### config.mk
export PLATFORM = sky130hd
export DESIGN_NAME = operand_entry
export DESIGN_NICKNAME = d
export VERILOG_FILES = /design/src/rtl/operand_entry.sv
export SDC_FILE = /design/constraint.sdc
export NUM_CORES = 1
export LEC_CHECK = 0
export BUFFER_PORTS_ARGS = -buffer_cell sky130_fd_sc_hd__buf_2
export CAP_MARGIN = 15
export CORE_ASPECT_RATIO = 1.4
export CORE_UTILIZATION = 40
export CTS_CLUSTER_SIZE = 30
export DETAILED_ROUTE_END_ITERATION = 8
export HOLD_SLACK_MARGIN = 0.02
export PLACE_DENSITY_LB_ADDON = 0.15
export SLEW_MARGIN = 0
export SYNTH_ARGS = -nofsm -noshare
export SYNTH_HDL_FRONTEND = slang
export SYNTH_SLANG_ARGS = --single-unit
### constraint.sdc
create_clock -name in_clk -period 3.2 [get_ports in_clk]
set_input_delay 0.96 -clock in_clk [delete_from_list [all_inputs] [get_ports in_clk]]
set_output_delay 0.96 -clock in_clk [all_outputs]
set_load 0.005 [all_outputs]
### src/rtl/operand_entry.sv
// Operand entry unit: four synchronised, debounced buttons drive editing of
// NUM_OPERANDS operands of WIDTH bits, with wrap or saturate arithmetic.
module operand_entry #(
    parameter int unsigned WIDTH           = 4,
    parameter int unsigned NUM_OPERANDS    = 2,
    parameter int unsigned DEBOUNCE_CYCLES = 2,
    parameter int unsigned SATURATE        = 0,
    parameter int unsigned LED_CYCLES      = 4,
    localparam int unsigned TW = (NUM_OPERANDS > 2) ? $clog2(NUM_OPERANDS) : 1
) (
    input  logic                          in_clk,
    input  logic                          resetN,
    input  logic                          incrementBtn,
    input  logic                          decrementBtn,
    input  logic                          saveBtn,
    input  logic                          clearBtn,
    output logic [NUM_OPERANDS*WIDTH-1:0] operands,
    output logic [TW-1:0]                 target,
    output logic                          allEntered,
    output logic                          pressPulse,
    output logic                          btnPressLED
);

    localparam int unsigned NB   = 4;
    localparam int unsigned CW   = $clog2(DEBOUNCE_CYCLES + 1);
    localparam int unsigned LW   = $clog2(LED_CYCLES + 1);
    localparam int unsigned BINC = 0;
    localparam int unsigned BDEC = 1;
    localparam int unsigned BSAV = 2;
    localparam int unsigned BCLR = 3;
    localparam logic [TW-1:0] LAST = TW'(NUM_OPERANDS - 1);

    typedef enum logic {
        ST_ENTRY,
        ST_DONE
    } state_t;

    logic [NB-1:0] w_raw;
    logic [NB-1:0] r_sync1;
    logic [NB-1:0] r_sync2;
    logic [NB-1:0] r_db;
    logic [NB-1:0] r_db_q;
    logic [CW-1:0] r_cnt [NB];
    logic [NB-1:0] w_evt;

    state_t                        r_state;
    state_t                        w_state_nxt;
    logic [NUM_OPERANDS*WIDTH-1:0] r_operands;
    logic [NUM_OPERANDS*WIDTH-1:0] w_operands_nxt;
    logic [TW-1:0]                 r_target;
    logic [TW-1:0]                 w_target_nxt;
    logic [WIDTH-1:0]              w_cur;
    logic [WIDTH-1:0]              w_new;
    logic                          w_accept;
    logic                          r_pulse;
    logic [LW-1:0]                 r_led;
    logic [LW-1:0]                 w_led_nxt;

    assign w_raw = {clearBtn, saveBtn, decrementBtn, incrementBtn};
    assign w_evt = r_db & ~r_db_q;

    // Debounced level flips only once the counter has already reached the limit.
    always_ff @(posedge in_clk or negedge resetN) begin
        if (!resetN) begin
            r_sync1 <= '0;
            r_sync2 <= '0;
            r_db    <= '0;
            r_db_q  <= '0;
            for (int unsigned i = 0; i < NB; i++) begin
                r_cnt[i] <= '0;
            end
        end else begin
            r_sync1 <= w_raw;
            r_sync2 <= r_sync1;
            r_db_q  <= r_db;
            for (int unsigned i = 0; i < NB; i++) begin
                if (r_sync2[i] == r_db[i]) begin
                    r_cnt[i] <= '0;
                end else if (r_cnt[i] == CW'(DEBOUNCE_CYCLES)) begin
                    r_db[i]  <= r_sync2[i];
                    r_cnt[i] <= '0;
                end else begin
                    r_cnt[i] <= r_cnt[i] + 1'b1;
                end
            end
        end
    end

    always_comb begin
        w_state_nxt    = r_state;
        w_operands_nxt = r_operands;
        w_target_nxt   = r_target;
        w_accept       = 1'b0;
        w_cur          = r_operands[r_target*WIDTH +: WIDTH];
        w_new          = w_cur;

        if (w_evt[BCLR]) begin
            w_accept       = 1'b1;
            w_operands_nxt = '0;
            w_target_nxt   = '0;
            w_state_nxt    = ST_ENTRY;
        end else if (w_evt[BSAV]) begin
            w_accept = 1'b1;
            if (r_state == ST_DONE) begin
                w_target_nxt = '0;
                w_state_nxt  = ST_ENTRY;
            end else if (r_target == LAST) begin
                w_state_nxt = ST_DONE;
            end else begin
                w_target_nxt = r_target + 1'b1;
            end
        end else if ((w_evt[BINC] || w_evt[BDEC]) && r_state == ST_ENTRY) begin
            // Increment outranks decrement; a same-cycle decrement is dropped.
            w_accept = 1'b1;
            if (w_evt[BINC]) begin
                if (!(SATURATE != 0 && w_cur == '1)) begin
                    w_new = w_cur + 1'b1;
                end
            end else begin
                if (!(SATURATE != 0 && w_cur == '0)) begin
                    w_new = w_cur - 1'b1;
                end
            end
            w_operands_nxt[r_target*WIDTH +: WIDTH] = w_new;
        end

        if (w_accept) begin
            w_led_nxt = LW'(LED_CYCLES);
        end else if (r_led != '0) begin
            w_led_nxt = r_led - 1'b1;
        end else begin
            w_led_nxt = r_led;
        end
    end

    always_ff @(posedge in_clk or negedge resetN) begin
        if (!resetN) begin
            r_state    <= ST_ENTRY;
            r_operands <= '0;
            r_target   <= '0;
            r_pulse    <= 1'b0;
            r_led      <= '0;
        end else begin
            r_state    <= w_state_nxt;
            r_operands <= w_operands_nxt;
            r_target   <= w_target_nxt;
            r_pulse    <= w_accept;
            r_led      <= w_led_nxt;
        end
    end

    assign operands    = r_operands;
    assign target      = r_target;
    assign allEntered  = (r_state == ST_DONE);
    assign pressPulse  = r_pulse;
    assign btnPressLED = (r_led != '0);

endmodule

==> summary.md, run 1 <==
| Metric | Value |
|---|---|
| Synthesized cell area | `~0.0016 mm²` |
| Post-CTS setup buffers | `0` |
| Clk pwr share | `about a fifth` |
| Syn Inst Count | `116` |
| FILL cells | `about 340` |
| Highest routed metal layer | `met4` |
| Clock Latency Late Sink | `0.29 ns` |
| NumNets Final | `between 100 and 150` |
| Total core area | `~0.0037 mm²` |
| Slowest stage delay, CP | `approximately 0.36 ns` |
| Fin crit period | `2.19 ns` |
| Highest-count cells in the layout ignoring fill and taps | `dfrtp_1 (38), buf_2 (17), nor2_1 (13), xnor2_1 (8), nor2b_1 (7)` |
| Hold path startpoint | `r_sync1[2]` |
| Die area | `between 0.004 and 0.005 mm²` |
| Max-slew violation count | `0` |
| Power Density | `approximately 1100 mW/mm²` |
| IO buf count | `17` |
| Drt first pass iters | `3` |
| Routed length on met3 | `about 80 µm` |
| Relative slew slack | `between 40% and 50%` |
| Most common cell after layout, fill and taps aside | `dfrtp_1` |
| Die X | `about 55 µm` |
| Int Power | `1.31 mW` |
| Synth Register Bits | `38` |
| Flop pwr share | `around two fifths` |
| Final Hold Vio Count | `0` |
| Clock Skew | `roughly 0.0045 ns` |
| Detail Placement HPWL | `between 1.5 and 2 mm` |
| CP Cell Sequence | `inv_1, ha_1, nand2b_1, buf_2` |
| Crit path buf inv count | `2` |
| CP Data Required Time | `around 2.2 ns` |
| Yosys Warn Count | `0` |
| Critical path origin | `r_led[0]` |
| Worst path depth | `4` |
| Critical path endpoint category | `output pin` |
| Antenna cells | `0` |
| Largest net degree at the start of global routing | `39` |
| Worst-case clock buffer depth | `2` |
| Leak | `between 0.8 and 0.9 nW` |
| Share of cells above drive strength 1 | `~26%` |
| Root buffer cell | `clkbuf_8` |
| CTS tree | `built` |
| Worst slew pin tran | `0.825 ns` |
| CP startpoint kind | `flip-flop` |
| Final instance area | `between 0.0015 and 0.002 mm²` |
| FP Rows | `26` |
| Final setup fails | `0` |
| Crit Path Max Fanout | `4` |
| Seq/Total Area, Yosys | `around three fifths` |
| Initial Utilization | `about 43%` |
| Routed WL | `roughly 2.4 mm` |
| DR vias/cell | `approximately 5.0` |
| Reg2reg start | `target` |
| Die Y | `roughly 77 µm` |
| Initial antenna violation count | `0` |
| Layout area overhead | `14.6%` |
| Final period util | `68.4%` |
| Crit path max-delay family | `flip-flops` |
| Comb pwr share | `40.5%` |
| DR WL/cell | `13.1 µm` |
| Clock Sinks | `38` |
| MaxCap Viol Count | `0` |
| Status | `complete, no violations` |
| Grt ovf | `0` |
| Max Clk Rate | `about 460 MHz` |
| RSZ-0062 raised after global routing | `no` |
| Most used flip-flop cell after synthesis | `dfrtp_1` |
| First-pass GRT wire length | `4.36 mm` |
| Worst-case reg-to-reg path depth | `6` |
| IR drop worst, VDD | `around 0.57 mV` |
| Kind of critical path | `flip-flop to output pin` |
| Post-synth EDFFs | `0` |
| Final Total Pwr | `just over 2 mW` |
| Post-synth cell types | `25` |
| Switch Pwr | `~0.72 mW` |
| Drt drc | `0` |
| Top-Level Pins | `18` |
| Antenna violation net count after detailed routing | `0` |
| Asr flop ratio synth | `100%` |
| Final TNS setup | `0 ns` |
| Worst-path clk slew | `about 0.070 ns` |
| HP Class | `flip-flop to flip-flop` |
| DR iter-0 viols | `38` |
| Post-Place Cell Area | `0.00172 mm²` |
| Global router's overall resource usage | `13.2%` |
| TritonCTS buffer count | `5` |
| Gpl congestion | `about 0.8` |
| M1 WL | `~980 µm` |
| Post-CTS sizing | `0` |
| Net Sw Frac | `a little over a third` |
| CP max stage cell | `dfrtp_1` |
| Arrival time at the worst endpoint | `roughly 1.2 ns` |
| Hold depth | `0` |
| DR vias | `910` |
| Htree depth | `2` |
| Vias in the first global route | `between 900 and 1k` |
| Hold bufs inserted after CTS | `0` |
| Post-Syn Nets | `between 100 and 150` |
| Avg Cell Area, Syn | `13.8 µm²` |
| Metal2 WL | `about 1.3 mm` |
[flip-flops by register name, indices dropped and copies added (netlist names)]
name,flops
target,1
r_led,3
r_cnt,8
allEntered,1
operands,8
pressPulse,1
r_sync1,4
r_db_q,4
r_db,4
r_sync2,4
[Yosys cell counts, types with 2 or more instances]
master,n,area (µm²)
ha_1,4,50.1
nor3_1,4,20.0
nor2_1,13,48.8
a211oi_1,3,22.5
nor2b_1,7,43.8
a2111oi_4,2,55.1
xnor2_1,8,70.1
xor2_1,2,17.5
mux2_2,6,67.6
a21oi_1,3,15.0
inv_1,3,11.3
nor3b_1,4,30.0
nand2b_1,2,12.5
nand2b_4,2,27.5
or3_1,2,12.5
dfrtp_1,38,951
mux2i_1,5,50.1
[layer usage]
layer / global-route usage [%] / vias to the layer above
met4: 7.50 / 0
met3: 4.05 / 5
met1: 14.0 / 450
met2: 22.9 / 16
met5: 0 / -
li1: - / 439
[power groups by stage]
stage          sequential (mW)  clock [mW]  combinational [mW]
4_1_cts                  0.812       0.412               0.838
5_1_grt                  0.835       0.428               0.927
2_1_floorplan            0.787           0               0.673
6_report                 0.810       0.397               0.821
3_5_place_dp             0.821           0               0.835
3_3_place_gp             0.812           0               0.806
[worst paths after layout]
check	to	slack [ns]
min in group asynchronous	r_sync1[1]	0.77
min	r_sync2[2]	0.35
max in group asynchronous	r_db_q[1]	1.92
max	btnPressLED	1.01
max reg2reg	operands[7]	1.08
min reg2reg	r_sync2[2]	0.35
[final cells by class]
cell class | count | area (µm²) | area share, %
clock buffers | 6 | 72.6 | 3.97
multi-input cells | 73 | 619 | 33.9
well taps | 42 | 52.6 | 2.87
repair buffers | 17 | 85.1 | 4.65
clock inverters | 2 | 37.5 | 2.05
flip-flops and latches | 38 | 951 | 52.0
inverters | 3 | 11.3 | 0.616
[cell families (layout without fill, tap and decap cells)]
group,count (synthesis),in the layout,synth area share (%)
compound gates,11,11,8.15
flops,38,38,59.6
fa+ha+maj,5,5,4.39
buf+inv,5,28,1.65
xor+xnor,10,10,5.49
simple gates,35,35,12.5
mux,12,12,8.31
[stage by stage]
stage / worst slack, ns / hold WS [ns] / instances / util [%]
after CTS: 0.993 / 0.352 / 181 / 48.9
after global routing: 0.929 / 0.366 / 181 / 48.9
final: 1.01 / 0.353 / 181 / 48.9
after floorplan: 1.32 / 0.331 / 116 / -
after detailed placement: 1.07 / 0.335 / 173 / 46.0
after global placement: 1.20 / 0.335 / 173 / 46.0
No activity file was read; power rests on OpenSTA's default activity.
==> run 2, diff against run 1 <==
clock period = 2.17 ns   (was 3.2 ns; I/O delays follow)
==> run 2 against run 1 <==
  * Clock skew shrank 0.00082 ns
  * Worst setup slack lost 0.76 ns
  * Non-clock buffer count grew 2
  * Utilization is the same
  * Sequential power grew 44%
  * Via count shrank 0.77%
  * Largest power group unchanged
==> summary.md, run 2 (synthesis gave the netlist of run 1 again) <==
| Metric | Value |
|---|---|
| Status | `complete, no violations (unchanged)` |
| Initial Utilization | `42.7% (unchanged)` |
| Reg2reg start | `target (unchanged)` |
| Total core area | `0.00374 mm² (unchanged)` |
| Die X | `55.4 µm (unchanged)` |
| FF+latch area | `951 µm² (unchanged)` |
| FILL cells | `333 (was 342)` |
| Grt ovf | `0 (unchanged)` |
| WHS | `0.349 ns (was 0.353 ns)` |
| Final setup fails | `0 (unchanged)` |
| IO buf count | `17 (unchanged)` |
| Share of cells above drive strength 1 | `27.7% (was 25.9%)` |
| Relative slew slack | `48.8% (was 45.0%)` |
| Max-slew violation count | `0 (unchanged)` |
| Routed WL | `2.37 mm (was 2.38 mm)` |
| Worst-path clk slew | `0.07 ns (about the same)` |
| Gpl congestion | `0.728 (was 0.779)` |
| Clock Sinks | `38 (unchanged)` |
| Final Total Pwr | `2.91 mW (was 2.03 mW)` |
| DR vias | `903 (was 910)` |
| Multi-input gate area in the final layout | `619 µm² (unchanged)` |
| Drt drc | `0 (unchanged)` |
| Arrival time at the worst endpoint | `2.12 ns (was 1.23 ns)` |
| Worst-case clock buffer depth | `2 (unchanged)` |
| Crit path max-delay family | `compound AO/OA/AOI/OAI gates (was flip-flops)` |
| Hold path startpoint | `r_sync1[3] (was r_sync1[2])` |
| Post-Place Cell Area | `0.00173 mm² (was 0.00172 mm²)` |
| FP Rows | `26 (unchanged)` |
| Worst slew pin tran | `0.767 ns (was 0.825 ns)` |
| CP Cell Sequence | `mux2_2, ha_1, a21o_1, a31oi_4, xnor2_1, a211oi_1 (was inv_1, ha_1, nand2b_1, buf_2)` |
| Post-CTS setup buffers | `0 (unchanged)` |
| Final std cells w/o fill | `183 (was 181)` |
| Kind of critical path | `flip-flop to flip-flop (was flip-flop to output pin)` |
| Clock Skew | `0.00364 ns (was 0.00446 ns)` |
| Global router's overall resource usage | `13.7% (was 13.2%)` |
| First-pass GRT wire length | `4.51 mm (was 4.36 mm)` |
| Die area | `0.00425 mm² (unchanged)` |
| Top-Level Pins | `18 (unchanged)` |
| IR drop worst, VDD | `0.675 mV (was 0.574 mV)` |
| Crit Path Max Fanout | `4 (unchanged)` |
| Slowest stage delay, CP | `0.43 ns (was 0.36 ns)` |
| Leak | `0.829 nW (was 0.824 nW)` |
| Critical path origin | `target (was r_led[0])` |
| Final period util | `between 80% and 90%` |
| Layout area overhead | `14.6% (unchanged)` |
| RSZ-0062 raised after global routing | `no (unchanged)` |
| CP startpoint kind | `flip-flop (unchanged)` |
| Power Density | `1590 mW/mm² (was 1110 mW/mm²)` |
| Fin crit period | `~1.9 ns` |
| Final Hold Vio Count | `0 (unchanged)` |
| Htree depth | `2 (unchanged)` |
| DR vias/cell | `4.93 (was 5.03)` |
| Critical path endpoint category | `flip-flop (was output pin)` |
| Max Clk Rate | `approximately 520 MHz` |
| Post-CTS sizing | `0 (unchanged)` |
| Vias in the first global route | `1023 (was 988)` |
| Antenna cells | `0 (unchanged)` |
| Highest-count cells in the layout ignoring fill and taps | `dfrtp_1 (38), buf_2 (17), nor2_1 (13), xnor2_1 (8), nor2b_1 (7) (unchanged)` |
| NumNets Final | `151 (was 149)` |
| Hold bufs inserted after CTS | `0 (unchanged)` |
| Die Y | `76.8 µm (unchanged)` |
| Final instance area | `0.00183 mm² (unchanged)` |
| Antenna violation net count after detailed routing | `0 (unchanged)` |
| CTS tree | `built (unchanged)` |
| Most common cell after layout, fill and taps aside | `dfrtp_1 (unchanged)` |
| CP max stage cell | `dfrtp_1 (unchanged)` |
| Dpl cells | `175 (was 173)` |
| MaxCap Viol Count | `0 (unchanged)` |
| Largest net degree at the start of global routing | `39 (unchanged)` |
| Drt first pass iters | `4 (was 3)` |
| HP Class | `flip-flop to flip-flop (unchanged)` |
| CP Data Required Time | `2.37 ns (was 2.24 ns)` |
| Root buffer cell | `clkbuf_8 (unchanged)` |
| DR iter-0 viols | `26 (was 38)` |
| Initial antenna violation count | `0 (unchanged)` |
| Crit path buf inv count | `0 (was 2)` |
| Final TNS setup | `0 ns (unchanged)` |
| Clock Latency Late Sink | `0.29 ns (about the same)` |
| TritonCTS buffer count | `5 (unchanged)` |
| DR WL/cell | `12.9 µm (was 13.1 µm)` |
| Detail Placement HPWL | `1.66 mm (was 1.69 mm)` |
==> run 2: cell count changes in the layout (fill, tap and decap cells not counted) <==
cell,before,now
clkinv_2,0,1
bufinv_16,1,0
clkbuf_8,5,6
buf_4,0,2
clkbuf_1,1,0
==> run 2: worst paths after layout <==
kind                               end  cells after the start  slack [ns]
setup / recovery           operands[7]                      6        0.25
hold / removal              r_sync2[3]                      0        0.35
setup reg to reg           operands[7]                      6        0.25
hold reg to reg             r_sync2[3]                      0        0.35
max in group asynchronous      r_db[0]                      2        1.44
min in group asynchronous     r_cnt[4]                      2        0.39
==> run 2: area by class of cell <==
class | instances | area share (%)
Tap cell | 42 | 2.87
Clock buffer | 6 | 4.51
Timing Repair Buffer | 19 | 5.47
Inverter | 3 | 0.616
Multi-Input combinational cell | 73 | 33.9
Clock inverter | 2 | 0.684
Sequential cell | 38 | 52.0
==> run 2: power breakdown <==
group,switching (mW),internal [mW]
clock network,0.240,0.255
logic,0.613,0.627
registers,0.202,0.972
total,1.06,1.85
==> run 2: stage by stage <==
step	util, %	worst slack [ns]
floorplan	-	0.288
global placement	46.4	0.334
detailed placement	46.4	0.264
CTS	48.9	0.245
global route	48.9	0.183
finish	48.9	0.253
==> run 2: routing by layer <==
metal,global-route usage [%],vias up,part of all wire (%)
li1,-,441,-
met5,0,-,0
met4,7.50,0,2.6
met3,4.55,6,3.4
met2,22.8,15,50
met1,15.4,441,44
==> run 3, diff against run 2 <==
==> constraint.sdc (replaced) <==
create_clock -name in_clk -period 2.17 [get_ports in_clk]
set_input_delay 0.651 -clock in_clk [delete_from_list [all_inputs] [get_ports in_clk]]
set_output_delay 0.651 -clock in_clk [all_outputs]
set_load 0.1 [all_outputs]
==> run 3 against run 2 <==
  * Worst setup slack worse by 0.076 ns
  * Utilization up 0.17 points
  * Routed wire length about the same
  * Cell count down 2.2%
  * Clock skew down 0.0018 ns
  * Critical path type is now flip-flop to output pin
  * Critical endpoint is now btnPressLED
  * Highest routed layer unchanged
==> summary.md, run 3 (synthesis gave the netlist of run 1 again) <==
| Metric | Value |
|---|---|
| Htree depth | `2 (unchanged)` |
| Die X | `55.4 µm (unchanged)` |
| Worst-case reg-to-reg path depth | `6 (unchanged)` |
| Max-slew violation count | `0 (unchanged)` |
| Status | `complete, no violations (unchanged)` |
| Worst path depth | `4 (was 6)` |
| RSZ-0062 raised after global routing | `no (unchanged)` |
| Worst-case clock buffer depth | `2 (unchanged)` |
| Crit path buf inv count | `2 (was 0)` |
| Post-CTS setup buffers | `0 (unchanged)` |
| Drt first pass iters | `4 (unchanged)` |
| Drt drc | `0 (unchanged)` |
| First-pass GRT wire length | `4.33 mm (was 4.51 mm)` |
| CP Data Required Time | `1.52 ns (was 2.37 ns)` |
| TritonCTS buffer count | `5 (unchanged)` |
| Die Y | `76.8 µm (unchanged)` |
| Global router's overall resource usage | `13.3% (was 13.7%)` |
| Detail Placement HPWL | `1.66 mm (about the same)` |
| Vias in the first global route | `927 (was 1023)` |
| Hold depth | `0 (unchanged)` |
| Crit path to | `btnPressLED (was operands[7])` |
| Initial Utilization | `42.7% (unchanged)` |
| Reg2Reg Setup Slack | `0.27 ns (was 0.25 ns)` |
| Routed WL | `2.36 mm (was 2.37 mm)` |
| Critical path origin | `r_led[0] (was target)` |
| CP max stage cell | `dfrtp_1 (unchanged)` |
| Share of cells above drive strength 1 | `28.5% (was 27.7%)` |
| Final period util | `91.9% (was 88.4%)` |
| Max Clk Rate | `502 MHz (was 522 MHz)` |
| Largest net degree at the start of global routing | `39 (unchanged)` |
| Post-Place Cell Area | `0.00175 mm² (was 0.00173 mm²)` |
| Highest-count cells in the layout ignoring fill and taps | `dfrtp_1 (35), buf_2 (16), nor2_1 (13), xnor2_1 (8), nor2b_1 (7) (was dfrtp_1 (38), buf_2 (17), nor2_1 (13), xnor2_1 (8), nor2b_1 (7))` |
| Post-CTS sizing | `0 (unchanged)` |
| Final Hold Vio Count | `0 (unchanged)` |
| Clock Latency Late Sink | `0.28 ns (was 0.29 ns)` |
| Util after Layout | `49.1% (was 48.9%)` |
| Fin crit period | `1.99 ns (was 1.92 ns)` |
| CP startpoint kind | `flip-flop (unchanged)` |
| Crit path max-delay family | `flip-flops (was compound AO/OA/AOI/OAI gates)` |
| DR iter-0 viols | `18 (was 26)` |
| Top-Level Pins | `18 (unchanged)` |
| Worst-path clk slew | `0.07 ns (about the same)` |
| Hold bufs inserted after CTS | `0 (unchanged)` |
| Root buffer cell | `clkbuf_8 (unchanged)` |
| Gpl congestion | `0.705 (was 0.728)` |
| Grt ovf | `0 (unchanged)` |
| IO buf count | `17 (unchanged)` |
| CTS tree | `built (unchanged)` |
| Crit Path Max Fanout | `4 (unchanged)` |
| DR vias | `908 (was 903)` |
| Antenna violation net count after detailed routing | `0 (unchanged)` |
| Initial antenna violation count | `0 (unchanged)` |
| Critical path endpoint category | `output pin (was flip-flop)` |
| Worst slew pin tran | `0.802 ns (was 0.767 ns)` |
| DR vias/cell | `5.07 (was 4.93)` |
| Die area | `0.00425 mm² (unchanged)` |
| Clock Sinks | `38 (unchanged)` |
| Reg2reg start | `target (unchanged)` |
| Final instance area | `0.00184 mm² (was 0.00183 mm²)` |
| Most common cell after layout, fill and taps aside | `dfrtp_1 (unchanged)` |
| MaxCap Viol Count | `0 (unchanged)` |
| Layout area overhead | `15.0% (was 14.6%)` |
| Final setup fails | `0 (unchanged)` |
| FP Rows | `26 (unchanged)` |
| Clock Skew | `0.00186 ns (was 0.00364 ns)` |
| Worst R2R End | `operands[7] (unchanged)` |
| HP Class | `flip-flop to flip-flop (unchanged)` |
| Kind of critical path | `flip-flop to output pin (was flip-flop to flip-flop)` |
| Total core area | `0.00374 mm² (unchanged)` |
| Relative slew slack | `46.5% (was 48.8%)` |
| Arrival time at the worst endpoint | `1.34 ns (was 2.12 ns)` |
| CP Cell Sequence | `inv_1, ha_1, nand2b_1, buf_12 (was mux2_2, ha_1, a21o_1, a31oi_4, xnor2_1, a211oi_1)` |
| NumNets Final | `149 (was 151)` |
| Slowest stage delay, CP | `0.37 ns (was 0.43 ns)` |
| Final TNS setup | `0 ns (unchanged)` |
| DR WL/cell | `13.2 µm (was 12.9 µm)` |
| Antenna cells | `0 (unchanged)` |
run 3: layer usage:
metal / routed length, µm / global-route usage [%]
met2: 1240 / 22.3
met1: 1020 / 15.1
met4: 28 / 6.00
met5: 0 / 0
met3: 72 / 4.55
run 3: worst min path at each step:
stage,slack (ns),start,to
2_1_floorplan,0.33,r_sync1[0],r_sync2[0]
5_1_grt,0.35,r_sync1[2],r_sync2[2]
3_3_place_gp,0.33,r_sync1[0],r_sync2[0]
6_report,0.35,r_sync1[2],r_sync2[2]
3_5_place_dp,0.33,r_sync1[2],r_sync2[2]
4_1_cts,0.35,r_sync1[2],r_sync2[2]
run 3: cell type report:
type,instances,area (µm²)
clock buffer,6,82.6
tap,42,52.6
sequential,38,957
multi-input combinational,73,632
inverter,3,11.3
fill,339,1910
timing repair buffer,17,100
run 3: per-stage QoR:
step	setup WS [ns]	hold WS [ns]	std cells
2_1_floorplan	0.0834	0.331	116
3_3_place_gp	0.360	0.331	173
3_5_place_dp	0.272	0.335	173
4_1_cts	0.154	0.351	179
5_1_grt	0.0870	0.352	179
6_report	0.177	0.349	179
Power of run 3 is left out: the tool's default activity adds up to more than one toggle a clock period on the data nets, which glitch-free logic cannot reach.
